==> src/rtl/cam_pkg.sv <==
// cam_pkg
//   Shared constants and helpers for the cam_multi tag store and its
//   priority encoder. Nothing here holds state; it only fixes defaults
//   and the rule that turns an entry count into an address width.
package cam_pkg;

  localparam int CAM_DEFAULT_DW    = 8;
  localparam int CAM_DEFAULT_DEPTH = 16;

  // Address width needed to index 'depth' entries. A single-entry vector
  // still needs a one-bit index port, so the result never drops below 1.
  function automatic int camAddrWidth(input int depth);
    return (depth > 1) ? $clog2(depth) : 1;
  endfunction

endpackage

==> src/rtl/cam_prio_enc.sv <==
// cam_prio_enc
//   Priority encoder over an N-bit request vector. Reports the index of the
//   winning bit (highest index when HIGH_PRI!=0, lowest otherwise), whether
//   any bit is set, and whether two or more bits are set.
//
// Ports
//   i_vec   : request vector, one bit per entry
//   o_idx   : winning index, 0 when nothing is set
//   o_any   : at least one bit set
//   o_multi : two or more bits set
module cam_prio_enc
  import cam_pkg::*;
#(
  parameter int N        = 16,
  parameter int HIGH_PRI = 1,
  localparam int IW      = camAddrWidth(N)
) (
  input  logic [N-1:0]  i_vec,
  output logic [IW-1:0] o_idx,
  output logic          o_any,
  output logic          o_multi
);

  // A single scan does all three jobs: the "any" flag doubles as the
  // "already seen one" marker that turns a second set bit into multi,
  // and it also stops later bits from replacing the index in lowest-first mode.
  always_comb begin
    o_idx   = '0;
    o_any   = 1'b0;
    o_multi = 1'b0;
    for (int i = 0; i < N; i++) begin
      if (i_vec[i]) begin
        if (o_any) begin
          o_multi = 1'b1;
        end
        if ((HIGH_PRI != 0) || !o_any) begin
          o_idx = IW'(i);
        end
        o_any = 1'b1;
      end
    end
  end

endmodule

==> src/rtl/cam_multi.sv <==
// cam_multi
//   Parametrised content-addressable tag store with per-entry valid bits.
//   Maintenance side: clear-all, direct write, insert into first free slot
//   (optionally refusing duplicates), and invalidate. Search side: one
//   lookup per cycle with a one-cycle registered result. Searches always
//   see the contents as they were before the same clock edge.
//
// Ports
//   clk, rst       : clock, asynchronous active-high reset
//   clr            : invalidate every entry
//   wen            : write wdata to entry waddr and mark it valid
//   ins_en         : insert wdata into the lowest-index free entry
//   inv_en         : invalidate entry waddr
//   waddr, wdata   : address/data for the maintenance ops
//   ren, sdata     : search request and key
//   dout           : registered matching address
//   hit, multi_hit : one / two-or-more valid entries matched
//   rvalid         : the three search outputs belong to last cycle's ren
//   ins_done/fail/dup : one-cycle insert result pulses
//   ins_addr       : address written or found by the last insert
//   count, full    : number of valid entries, and count == DEPTH
module cam_multi
  import cam_pkg::*;
#(
  parameter int DW       = CAM_DEFAULT_DW,
  parameter int DEPTH    = CAM_DEFAULT_DEPTH,
  parameter int HIGH_PRI = 1,
  parameter int NO_DUP   = 0,
  localparam int AW      = camAddrWidth(DEPTH)
) (
  input  logic          clk,
  input  logic          rst,
  input  logic          clr,
  input  logic          wen,
  input  logic          ins_en,
  input  logic          inv_en,
  input  logic [AW-1:0] waddr,
  input  logic [DW-1:0] wdata,
  input  logic          ren,
  input  logic [DW-1:0] sdata,
  output logic [AW-1:0] dout,
  output logic          hit,
  output logic          multi_hit,
  output logic          rvalid,
  output logic          ins_done,
  output logic          ins_fail,
  output logic          ins_dup,
  output logic [AW-1:0] ins_addr,
  output logic [AW:0]   count,
  output logic          full
);

  localparam logic [AW:0] CNT_ONE  = (AW+1)'(1);
  localparam logic [AW:0] CNT_FULL = (AW+1)'(DEPTH);

  // Storage. The data array has no reset; the valid bits alone decide
  // whether an entry can ever match.
  logic [DW-1:0]    r_data [DEPTH];
  logic [DEPTH-1:0] r_valid;
  logic [AW:0]      r_count;

  // Registered search and insert results.
  logic [AW-1:0] r_dout;
  logic          r_hit;
  logic          r_multiHit;
  logic          r_rvalid;
  logic          r_insDone;
  logic          r_insFail;
  logic          r_insDup;
  logic [AW-1:0] r_insAddr;

  // Per-entry compare vectors and encoder results.
  logic [DEPTH-1:0] w_searchVec;
  logic [DEPTH-1:0] w_dupVec;
  logic [DEPTH-1:0] w_freeVec;
  logic [AW-1:0]    w_searchIdx;
  logic             w_searchAny;
  logic             w_searchMulti;
  logic [AW-1:0]    w_dupIdx;
  logic             w_dupAny;
  logic             w_dupMulti;
  logic [AW-1:0]    w_freeIdx;
  logic             w_freeAny;
  logic             w_freeMulti;

  // Next-state of the maintenance side.
  logic [DEPTH-1:0] w_validNext;
  logic [AW:0]      w_countNext;
  logic             w_dataWe;
  logic [AW-1:0]    w_dataAddr;
  logic             w_insDone;
  logic             w_insFail;
  logic             w_insDup;
  logic [AW-1:0]    w_insAddrNext;

  // Only the "any"/index results of the free-slot and duplicate encoders
  // are needed; their multi flags are deliberately left unused.
  logic w_unused;
  assign w_unused = w_dupMulti ^ w_freeMulti;

  // Two compare banks: the search key against every entry, and the write
  // data against every entry for duplicate detection on insert.
  always_comb begin
    w_searchVec = '0;
    w_dupVec    = '0;
    for (int i = 0; i < DEPTH; i++) begin
      w_searchVec[i] = r_valid[i] && (r_data[i] == sdata);
      w_dupVec[i]    = r_valid[i] && (r_data[i] == wdata);
    end
  end

  assign w_freeVec = ~r_valid;

  cam_prio_enc #(
    .N        (DEPTH),
    .HIGH_PRI (HIGH_PRI)
  ) u_searchEnc (
    .i_vec   (w_searchVec),
    .o_idx   (w_searchIdx),
    .o_any   (w_searchAny),
    .o_multi (w_searchMulti)
  );

  // Insert placement is always lowest-first, whatever the search priority.
  cam_prio_enc #(
    .N        (DEPTH),
    .HIGH_PRI (0)
  ) u_freeEnc (
    .i_vec   (w_freeVec),
    .o_idx   (w_freeIdx),
    .o_any   (w_freeAny),
    .o_multi (w_freeMulti)
  );

  cam_prio_enc #(
    .N        (DEPTH),
    .HIGH_PRI (0)
  ) u_dupEnc (
    .i_vec   (w_dupVec),
    .o_idx   (w_dupIdx),
    .o_any   (w_dupAny),
    .o_multi (w_dupMulti)
  );

  // One maintenance op per cycle: clr beats wen beats ins_en beats inv_en,
  // and the losers vanish without any pulse. The count is tracked
  // incrementally: it only moves when a valid bit actually changes state.
  always_comb begin
    w_validNext   = r_valid;
    w_countNext   = r_count;
    w_dataWe      = 1'b0;
    w_dataAddr    = waddr;
    w_insDone     = 1'b0;
    w_insFail     = 1'b0;
    w_insDup      = 1'b0;
    w_insAddrNext = r_insAddr;
    if (clr) begin
      w_validNext = '0;
      w_countNext = '0;
    end else if (wen) begin
      w_validNext[waddr] = 1'b1;
      w_dataWe           = 1'b1;
      if (!r_valid[waddr]) begin
        w_countNext = r_count + CNT_ONE;
      end
    end else if (ins_en) begin
      // A duplicate is reported even when the store is full.
      if ((NO_DUP != 0) && w_dupAny) begin
        w_insDup      = 1'b1;
        w_insAddrNext = w_dupIdx;
      end else if (w_freeAny) begin
        w_validNext[w_freeIdx] = 1'b1;
        w_dataWe               = 1'b1;
        w_dataAddr             = w_freeIdx;
        w_insDone              = 1'b1;
        w_insAddrNext          = w_freeIdx;
        w_countNext            = r_count + CNT_ONE;
      end else begin
        w_insFail = 1'b1;
      end
    end else if (inv_en) begin
      w_validNext[waddr] = 1'b0;
      if (r_valid[waddr]) begin
        w_countNext = r_count - CNT_ONE;
      end
    end
  end

  // Data array write port. Held off while reset is asserted so an op that
  // reset interrupts leaves nothing behind.
  always_ff @(posedge clk) begin
    if (w_dataWe && !rst) begin
      r_data[w_dataAddr] <= wdata;
    end
  end

  // Valid bits, occupancy and insert result registers.
  always_ff @(posedge clk or posedge rst) begin
    if (rst) begin
      r_valid   <= '0;
      r_count   <= '0;
      r_insDone <= 1'b0;
      r_insFail <= 1'b0;
      r_insDup  <= 1'b0;
      r_insAddr <= '0;
    end else begin
      r_valid   <= w_validNext;
      r_count   <= w_countNext;
      r_insDone <= w_insDone;
      r_insFail <= w_insFail;
      r_insDup  <= w_insDup;
      r_insAddr <= w_insAddrNext;
    end
  end

  // Search result registers. Without a request every field returns to zero,
  // so a stale hit can never be mistaken for a fresh one.
  always_ff @(posedge clk or posedge rst) begin
    if (rst) begin
      r_dout     <= '0;
      r_hit      <= 1'b0;
      r_multiHit <= 1'b0;
      r_rvalid   <= 1'b0;
    end else begin
      r_rvalid   <= ren;
      r_dout     <= (ren && w_searchAny) ? w_searchIdx : '0;
      r_hit      <= ren && w_searchAny;
      r_multiHit <= ren && w_searchMulti;
    end
  end

  assign dout      = r_dout;
  assign hit       = r_hit;
  assign multi_hit = r_multiHit;
  assign rvalid    = r_rvalid;
  assign ins_done  = r_insDone;
  assign ins_fail  = r_insFail;
  assign ins_dup   = r_insDup;
  assign ins_addr  = r_insAddr;
  assign count     = r_count;
  assign full      = (r_count == CNT_FULL);

endmodule

==> config.mk <==
export PLATFORM = sky130hd
export DESIGN_NAME = cam_multi
export DESIGN_NICKNAME = d
export VERILOG_FILES = /design/src/rtl/cam_pkg.sv /design/src/rtl/cam_prio_enc.sv /design/src/rtl/cam_multi.sv
export SDC_FILE = /design/constraint.sdc
export NUM_CORES = 1
export LEC_CHECK = 0
export CORE_MARGIN = 5
export CORE_UTILIZATION = 44
export DETAILED_ROUTE_END_ITERATION = 12
export GPL_ROUTABILITY_DRIVEN = 0
export PLACE_DENSITY = 0.71
export SYNTH_ARGS = -nofsm -noshare
export SYNTH_HDL_FRONTEND = slang
export SYNTH_SLANG_ARGS = --single-unit
==> constraint.sdc <==
create_clock -name clk -period 2.9 [get_ports clk]
set_input_delay 0.435 -clock clk [delete_from_list [all_inputs] [get_ports clk]]
set_output_delay 0.435 -clock clk [all_outputs]
set_load 0.01 [all_outputs]
Yosys cells after proc, flatten, opt, wreduce, memory -nomap -nowiden
Memory sizes are Yosys's and may differ from the RTL's.
Index checks and enable logic that the tools add are counted.
{"block": "totals", "ramBits": 128, "reg_bits": 34, "mem_count": 1, "output_inout_bits": 20}
{"name": "r_data", "depth": 16, "word_bits": 8, "rd": 16, "rd_ports_with_merged_regs": 0, "wr": 1, "line_no": "cam_multi.sv:58", "rtl": "logic [DW-1:0] r_data [DEPTH];"}
{"block": "classes", "n_eq_ne": 19, "reduce_logical": 27, "n_bitwise": 7, "n_mux": 142, "add_sub_neg": 2, "order_cmp": 4}
{"cell": "$mux 4", "count": 41}
{"cell": "$eq 8x8->1", "count": 16}
{"cell": "$mux 1", "count": 80}
{"cell": "$mux 16", "count": 5}
{"cell": "$mux 5", "count": 7}
{"cell": "$not 16->16", "count": 2}
{"cell": "$or 16x16->16", "count": 2}
{"cell": "$logic_and 1x1->1", "count": 21}
{"cell": "$and 16x16->16", "count": 1}
{"cell": "$mux 3", "count": 4}
{"cell": "$lt 4x5->1 const B", "count": 2}
{"cell": "$demux 1 s4", "count": 2}
{"cell": "$ge 4x1->1 const B", "count": 2}
{"cell": "$reduce_and 4->1", "count": 2}
{"cell": "$reduce_bool 4->1", "count": 2}
{"cell": "$add 5x1->5 const B", "count": 1}
{"cell": "$eq 5x5->1 const B", "count": 1}
{"cell": "$sub 5x1->5 const B", "count": 1}
{"cell": "$bmux 1 s4", "count": 1}
{"cell": "$mux 2", "count": 2}
{"cell": "$ne 4x3->1 const B", "count": 1}
{"cell": "$ne 3x3->1 const B", "count": 1}
{"cell": "$not 1->1", "count": 2}
{"cell": "$reduce_and 2->1", "count": 1}
{"cell": "$logic_not 1->1", "count": 1}

Logic depth before layout (Yosys ltp)
Gate-level depths: netlist (run 1).
{"block": "depth", "ltp_word": 41, "mapped_depth": 9, "depth_no_buf": 7}

Cells and area by module
A second synthesis (run 1) with hierarchy kept.
{"block": "unflattened", "cells_unflattened": 691, "area_unflattened_um2": 8191.6}
{"mod": "cam_multi", "instances": 1, "cells_per_inst": 597, "area_each_um2": 7578.5}
{"mod": "cam_prio_enc (u_freeEnc)", "instances": 1, "cells_per_inst": 51, "area_each_um2": 324.1}
{"mod": "cam_prio_enc (u_searchEnc)", "instances": 1, "cells_per_inst": 43, "area_each_um2": 289.0}

Worst setup path after synthesis (run 1)
Ideal clock, no wire load.
{"block": "synth_timing", "path_kind": "input to register", "startpoint": "input ins_en", "endpoint": "memory r_data[0][0] (netlist bit), enable pin", "stages": 9, "setup_time_ns": 0.370, "arrival_ns": 2.241, "n_path_buf": 2, "t_required_ns": 2.530, "path_slack_ns": 0.289, "cell_sequence": "buf_2 > nand2b_1 > or2_2 > buf_2 > a21oi_2 > o21ai_1 > o22ai_1 > nand2_1 > nor2_1"}
{"block": "synth_between", "elab_chain_cells": 6, "word_cells_on_any_way": 9, "cone_classes": "8 x mux; 1 x reduce/logical"}
{"item": "from (decl)", "line_no": "cam_multi.sv:35", "rtl": "input logic ins_en,"}
{"item": "$mux 1", "line_no": "cam_multi.sv:166", "rtl": "end else if (ins_en) begin"}
{"item": "$mux 1", "line_no": "cam_multi.sv:160", "rtl": "end else if (wen) begin"}
{"item": "$mux 1", "line_no": "cam_multi.sv:157", "rtl": "if (clr) begin"}
{"item": "$logic_and 1x1->1", "line_no": "cam_multi.sv:192", "rtl": "if (w_dataWe && !rst) begin"}
{"item": "$mux 1", "line_no": "cam_multi.sv:192"}
{"item": "$mux 1 (not written as such)", "line_no": "cam_multi.sv:193", "rtl": "r_data[w_dataAddr] <= wdata;"}
{"item": "to (decl)", "line_no": "cam_multi.sv:58"}
Several ways; a longest one is shown, not always the timed one.

Worst setup path after layout (run 1)
{"block": "layout_timing", "startpoint": "register r_valid[13]", "endpoint": "memory r_data[9][0] (netlist bit), enable pin"}
{"block": "layout_between", "elab_chain_cells": 11, "word_cells_on_any_way": 20, "cone_classes": "18 x mux; 1 x bitwise; 1 x reduce/logical"}
{"item": "from (decl)", "line_no": "cam_multi.sv:59", "rtl": "logic [DEPTH-1:0] r_valid;"}
{"item": "from (signal assigned)", "line_no": "cam_multi.sv:207", "rtl": "r_valid <= w_validNext;"}
{"item": "$not 16->16 (*)", "line_no": "cam_multi.sv:112", "rtl": "assign w_freeVec = ~r_valid;"}
{"item": "$mux 1 (3 in a row)", "line_no": "cam_prio_enc.sv:32", "rtl": "if (i_vec[i]) begin"}
{"item": "$mux 1", "line_no": "cam_multi.sv:171", "rtl": "end else if (w_freeAny) begin"}
{"item": "$mux 1", "line_no": "cam_multi.sv:166"}
{"item": "$mux 1", "line_no": "cam_multi.sv:160"}
{"item": "$mux 1", "line_no": "cam_multi.sv:157"}
{"item": "$logic_and 1x1->1", "line_no": "cam_multi.sv:192"}
{"item": "$mux 1", "line_no": "cam_multi.sv:192"}
{"item": "$mux 1 (not written as such)", "line_no": "cam_multi.sv:193"}
Every way passes the cells marked *; elsewhere a longest branch is shown, timed or not.

==> results.cfg, run 1 <==
[clock_network]
cts_sinks = 162
ctsRootBufferMaster = clkbuf_16
cts_resized = 0
cts_tree = done
cts_max_level = 4
numCtsBuffers = 17
clk_pin_slew_worst_paths_ns = 0.07
cts_setup_buffers = 0
clock_latency_ns = 0.44
cts_buffer_depth = 2
cts_hold_buf = 0

[sta]
worst_slew_pin_slew_ns = 0.861
slew_violations = 0
setup_violations = 0
skew_ns = 0.0142
finalHoldViolCount = 0
rsz0062_at_grt = false
setup_slack_ns = 0.192
max_freq_mhz = 369
tns_ns = 0
finalCriticalPeriod_ns = 2.71
finalCritPeriodShare_pct = 93.4
max-slew-margin-rel_pct = 42.5

[setup_path]
crit_fanout = 8
worstSetupPathType = reg2reg
start_kind = flop
arrival_ns = 2.85
end_kind = flop
crit_required_ns = 3.05

[route]
wl_um = 21300
drt_pass1_iterations = 5
drtAntennaViolNets = 0
via_count = 5978
wl_per_cell_um = 20.8
drt_first_iter_violations = 696
drc = 0
routed_via_density = 5.84

[synthesis]
syn_avg_cell_area_um2 = 12.3
yosysWarnings = 0
synth-async-reset-ratio_pct = 21.0
ys_types = 64
synthCells = 671
synth_area_um2 = 8270
seq_area_frac_synth_pct = 56.7
synth_edf_count = 128
synth_top_area_share_pct = 46.5
synthFlopType = edfxtp_1
syn_nets = 701
synth_area_leader_cell = edfxtp_1
synth.most_common_cell = edfxtp_1
yosys-top-cells-count = edfxtp_1, xnor2_1, nor2_1, xor2_1, a21oi_1
synthTopCellsByArea = edfxtp_1, dfrtp_1, xnor2_1
synth-seq-cells = 162

[global_routing]
grt_pass1_wl_um = 33500
use_met1_pct = 25.3
grt_max_degree = 35
use_met3_pct = 5.37
grt_use_met2_pct = 33.5
antenna_found_initial = 0
grt_overflow_total = 0
grt_pass1_vias = 6079
grtUsageTotal_pct = 20.1
grt.busiest_layer = met2

[final_layout]
finalNetCount = 806
multi_input_area_um2 = 3220
layout-drive-gt1-share_pct = 17.5
fill_cells = 1517
area_growth_pct = 19.9
diodes = 0
regArea_um2 = 4690

[place]
place.detailed.hpwl_um = 14500
io_buffers = 45
pre_cts_ws_ns = -0.0469

[die]
core_area_um2 = 18600
io_pins = 47
dieHeight_um = 147
dieArea_um2 = 21600
rows = 50
die_w_um = 147
initial_core_util_pct = 44.5

[power]
p_leak_nw = 3.49
power_density_nw_per_um2 = 533
vdd_drop_max_mv = 0.652

[status]
status = finished clean

[flow_run]
cap_violations = 0

[worst_hold_path]
hold_path.class = in2async
## worst paths after layout
check	start	end	slack [ns]	cells after the start
worst max-delay path	r_valid[13]$_DFFE_PP0P_	r_data[9][0]$_DFFE_PP_	0.19	9
worst min-delay path	rst	ins_addr[0]$_DFFE_PP0P_	0.44	3
worst max register to register	r_valid[13]$_DFFE_PP0P_	r_data[9][0]$_DFFE_PP_	0.19	9
worst min register to register	ins_addr[2]$_DFFE_PP0P_	ins_addr[2]$_DFFE_PP0P_	0.49	1
max in group asynchronous	rst	r_valid[1]$_DFFE_PP0P_	2.15	3
min in group clk	ins_addr[2]$_DFFE_PP0P_	ins_addr[2]$_DFFE_PP0P_	0.49	1
## kinds of logic (layout without fill, tap and decap cells)
logic type,count (synthesis),in the layout,share of synthesized area (%)
buffers and inverters,45,163,4.34
other,1,1,0.0453
muxes,8,8,1.72
adders and majority gates,5,5,0.726
AOI/OAI and AO/OA,129,129,10.5
and+or+nand+nor,193,193,12.3
DFF,162,162,56.7
xor gates and xnor gates,128,128,13.6
## where the power goes
part	internal, mW	switching, mW
clock	1.12	0.986
sequential	2.56	0.0405
combinational	0.259	0.327
## worst max-delay path, stage by stage (launching register included)
cell and delay, ns:
dfrtp_1 0.48, and2_1 0.23, and3_1 0.32, a21oi_2 0.09, buf_4 0.17, o21ai_0 0.23, nor2b_1 0.31, nand2b_1 0.20
nor2_1 0.17, buf_4 0.21
## flip-flops by register name, summed over array words and instances (netlist names), 4 cells and up
name	count
count	5
r_valid	16
dout	4
ins_addr	4
r_data	128
## area by class of cell
cell class / count / area share [%]
clock buffer: 18 / 4.33
inverter: 11 / 0.416
multi-input combinational: 464 / 32.5
timing repair buffer: 120 / 11.2
sequential: 162 / 47.3
tap: 234 / 2.95
clock inverter: 14 / 1.26
## placed cells by master (no fill, tap or decap), drive strengths merged, types with 3 or more instances in the layout
master	synthesis	layout
a211o	3	3
a211oi	5	5
a21o	3	3
a21oi	39	39
a31oi	13	13
and3	3	3
buf	25	75
clkbuf	9	18
clkdlybuf4s50	0	45
clkinv	0	4
clkinvlp	0	4
dfrtp	34	34
edfxtp	128	128
ha	3	3
inv	11	17
mux2i	3	3
mux4	5	5
nand2	35	35
nand2b	9	9
nand3	17	17
nand4	22	22
nor2	53	53
nor2b	7	7
nor3	24	24
nor4	9	9
o211ai	5	5
o21a	5	5
o21ai	19	19
o22a	10	10
o22ai	6	6
o31ai	6	6
or2	8	8
or3	3	3
xnor2	91	91
xor2	37	37
## per-layer routing
metal	up-vias	wire (um)	part of all wire [%]
li1	2674	-	-
met1	2921	8510	40
met2	321	10400	49
met3	62	1760	8.3
met4	0	689	3.2
met5	-	0	0
## through the flow
stage | area (um2) | utilization (%) | power [mW] | std cells | hold slack [ns]
floorplan | 8270 | - | 2.98 | 671 | 0.466
global placement | 9350 | 50.3 | 3.21 | 990 | 0.481
detailed placement | 9350 | 50.3 | 3.23 | 990 | 0.492
CTS | 9910 | 53.3 | 5.32 | 1022 | 0.472
global route | 9920 | 53.4 | 5.49 | 1023 | 0.509
finish | 9920 | 53.4 | 5.29 | 1023 | 0.436
Power figures use the tool's default switching activity.
==> run 2, diff against run 1 <==
- PLACE_DENSITY: 0.71 -> 0.64
==> results.cfg, run 2 (synthesis results as in run 1) <==
[global_routing]
grt_pass1_vias = 5801
antenna_found_initial = 0
grt_max_degree = 35
grt_pass1_wl_um = 32700
grt_overflow_total = 0
grtUsageTotal_pct = 19.6

[power]
total_power_mw = 5.42
power_density_nw_per_um2 = 545
p_switching_mw = 1.44
p_comb_share_pct = 10.6
switching_share_pct = 26.6
p_leak_nw = 3.51
p_int_mw = 3.98
pwr-share-clk_pct = 41.6
seqPwrFrac_pct = 47.8
vdd_drop_max_mv = 0.494

[place]
place.detailed.hpwl_um = 14700
place_area_um2 = 9350
pre_cts_ws_ns = 0.0200
io_buffers = 45

[clock_network]
cts_tree = done
ctsRootBufferMaster = clkbuf_16
cts_max_level = 4
numCtsBuffers = 17
cts_setup_buffers = 0
cts_buffer_depth = 2
clk_pin_slew_worst_paths_ns = 0.07
cts_hold_buf = 0
cts_resized = 0
clock_latency_ns = 0.44
cts_sinks = 162

[setup_path]
worst_r2r_path_depth = 9
worst-r2r-setup-slack_ns = 0.23
critPathSlowestCell = nor4_4
cp.depth = 9
crit_path_max_incr_delay_ns = 0.45
worstSetupPathType = reg2reg
crit_chain = nand4_1 > nor4_4 > a21oi_2 > buf_4 > o21ai_0 > nor2b_1 > nand2_1 > nor2_1 > buf_4
arrival_ns = 2.80
cpMostUsedCell = buf_4
worst-path-buf-inv = 2
crit_required_ns = 3.03
critPathTopFamily = simple AND/OR/NAND/NOR gates
crit_fanout = 8
end_kind = flop
start_kind = flop

[final_layout]
mostFrequentLayoutCell = edfxtp_1
fill_cells = 1579
layout-drive-gt1-share_pct = 17.4
multi_input_area_um2 = 3220
max_flop_register = r_data
final_area_um2 = 9960
finalNetCount = 804
diodes = 0
final_core_util_pct = 53.6
regArea_um2 = 4690
largest_reg_flops = 128
area_growth_pct = 20.4
final_cell_mix = edfxtp_1, xnor2_1, buf_4, nor2_1, clkdlybuf4s50_1

[die]
io_pins = 47
initial_core_util_pct = 44.5
core_area_um2 = 18600
dieHeight_um = 147
die_w_um = 147
dieArea_um2 = 21600
rows = 50

[route]
drc = 0
drt_first_iter_violations = 706
wl_per_cell_um = 20.6
drtAntennaViolNets = 0
via_count = 5878
wl_um = 21000
drt_pass1_iterations = 6
routed_via_density = 5.76

[sta]
max-slew-margin-rel_pct = 42.7
slew_violations = 0
setup_slack_ns = 0.234
max_freq_mhz = 375
skew_ns = 0.0194
worst_slew_pin_slew_ns = 0.857
rsz0062_at_grt = false
setup_violations = 0
finalCriticalPeriod_ns = 2.67
tns_ns = 0
finalCritPeriodShare_pct = 91.9
finalHoldViolCount = 0

[flow_run]
cap_violations = 0

[worst_hold_path]
hold_path.class = in2async

[status]
status = finished clean
run 2: cell count changes in the layout (fill, tap and decap cells not counted):
cell	change
clkinv_8	+5
clkinvlp_4	-3
buf_4	-2
clkinv_2	-2
clkinv_4	+2
inv_6	-2
clkbuf_1	-1
inv_8	+1
run 2: layout make-up:
class	count	area share, %
clock buffer	17	4.27
clock inverter	15	1.86
inverter	11	0.415
multi-input combinational	464	32.3
sequential	162	47.1
tap	234	2.94
timing repair buffer	118	11.0
run 2: layer usage:
layer  part of all wire (%)  vias to the layer above  global-route usage (%)  wire length, um
li1                       -                     2668                       -                -
met1                     42                     2848                    26.4             8910
met2                     48                      315                    31.8            10100
met3                    7.3                       47                    3.64             1530
met4                    2.3                        0                    7.64              480
met5                      0                        -                       0                0
run 2: worst paths after layout:
path | startpoint | to
max | r_valid[9]$_DFFE_PP0P_ | r_data[0][6]$_DFFE_PP_
min | rst | count[2]$_DFFE_PP0P_
max reg2reg | r_valid[9]$_DFFE_PP0P_ | r_data[0][6]$_DFFE_PP_
min reg2reg | count[4]$_DFFE_PP0P_ | count[4]$_DFFE_PP0P_
max in group asynchronous | rst | r_valid[4]$_DFFE_PP0P_
min in group clk | count[4]$_DFFE_PP0P_ | count[4]$_DFFE_PP0P_
run 2: power by group through the flow:
| stage | Sequential, mW | Clock [mW] | Combinational (mW) |
|---|---|---|---|
| 2_1_floorplan | 2.65 | 0 | 0.325 |
| 3_3_place_gp | 2.64 | 0 | 0.562 |
| 3_5_place_dp | 2.64 | 0 | 0.574 |
| 4_1_cts | 2.59 | 2.30 | 0.577 |
| 5_1_grt | 2.60 | 2.40 | 0.618 |
| 6_report | 2.59 | 2.25 | 0.576 |
run 2: through the flow:
stage | hold WS [ns] | cells
finish | 0.479 | 1021
global route | 0.508 | 1021
CTS | 0.473 | 1021
detailed placement | 0.483 | 989
global placement | 0.479 | 989
floorplan | 0.466 | 671
run 2: tightest hold or removal path: stages:
cell             delay [ns]
clkdlybuf4s50_1        0.41
inv_1                  0.08
buf_4                  0.41
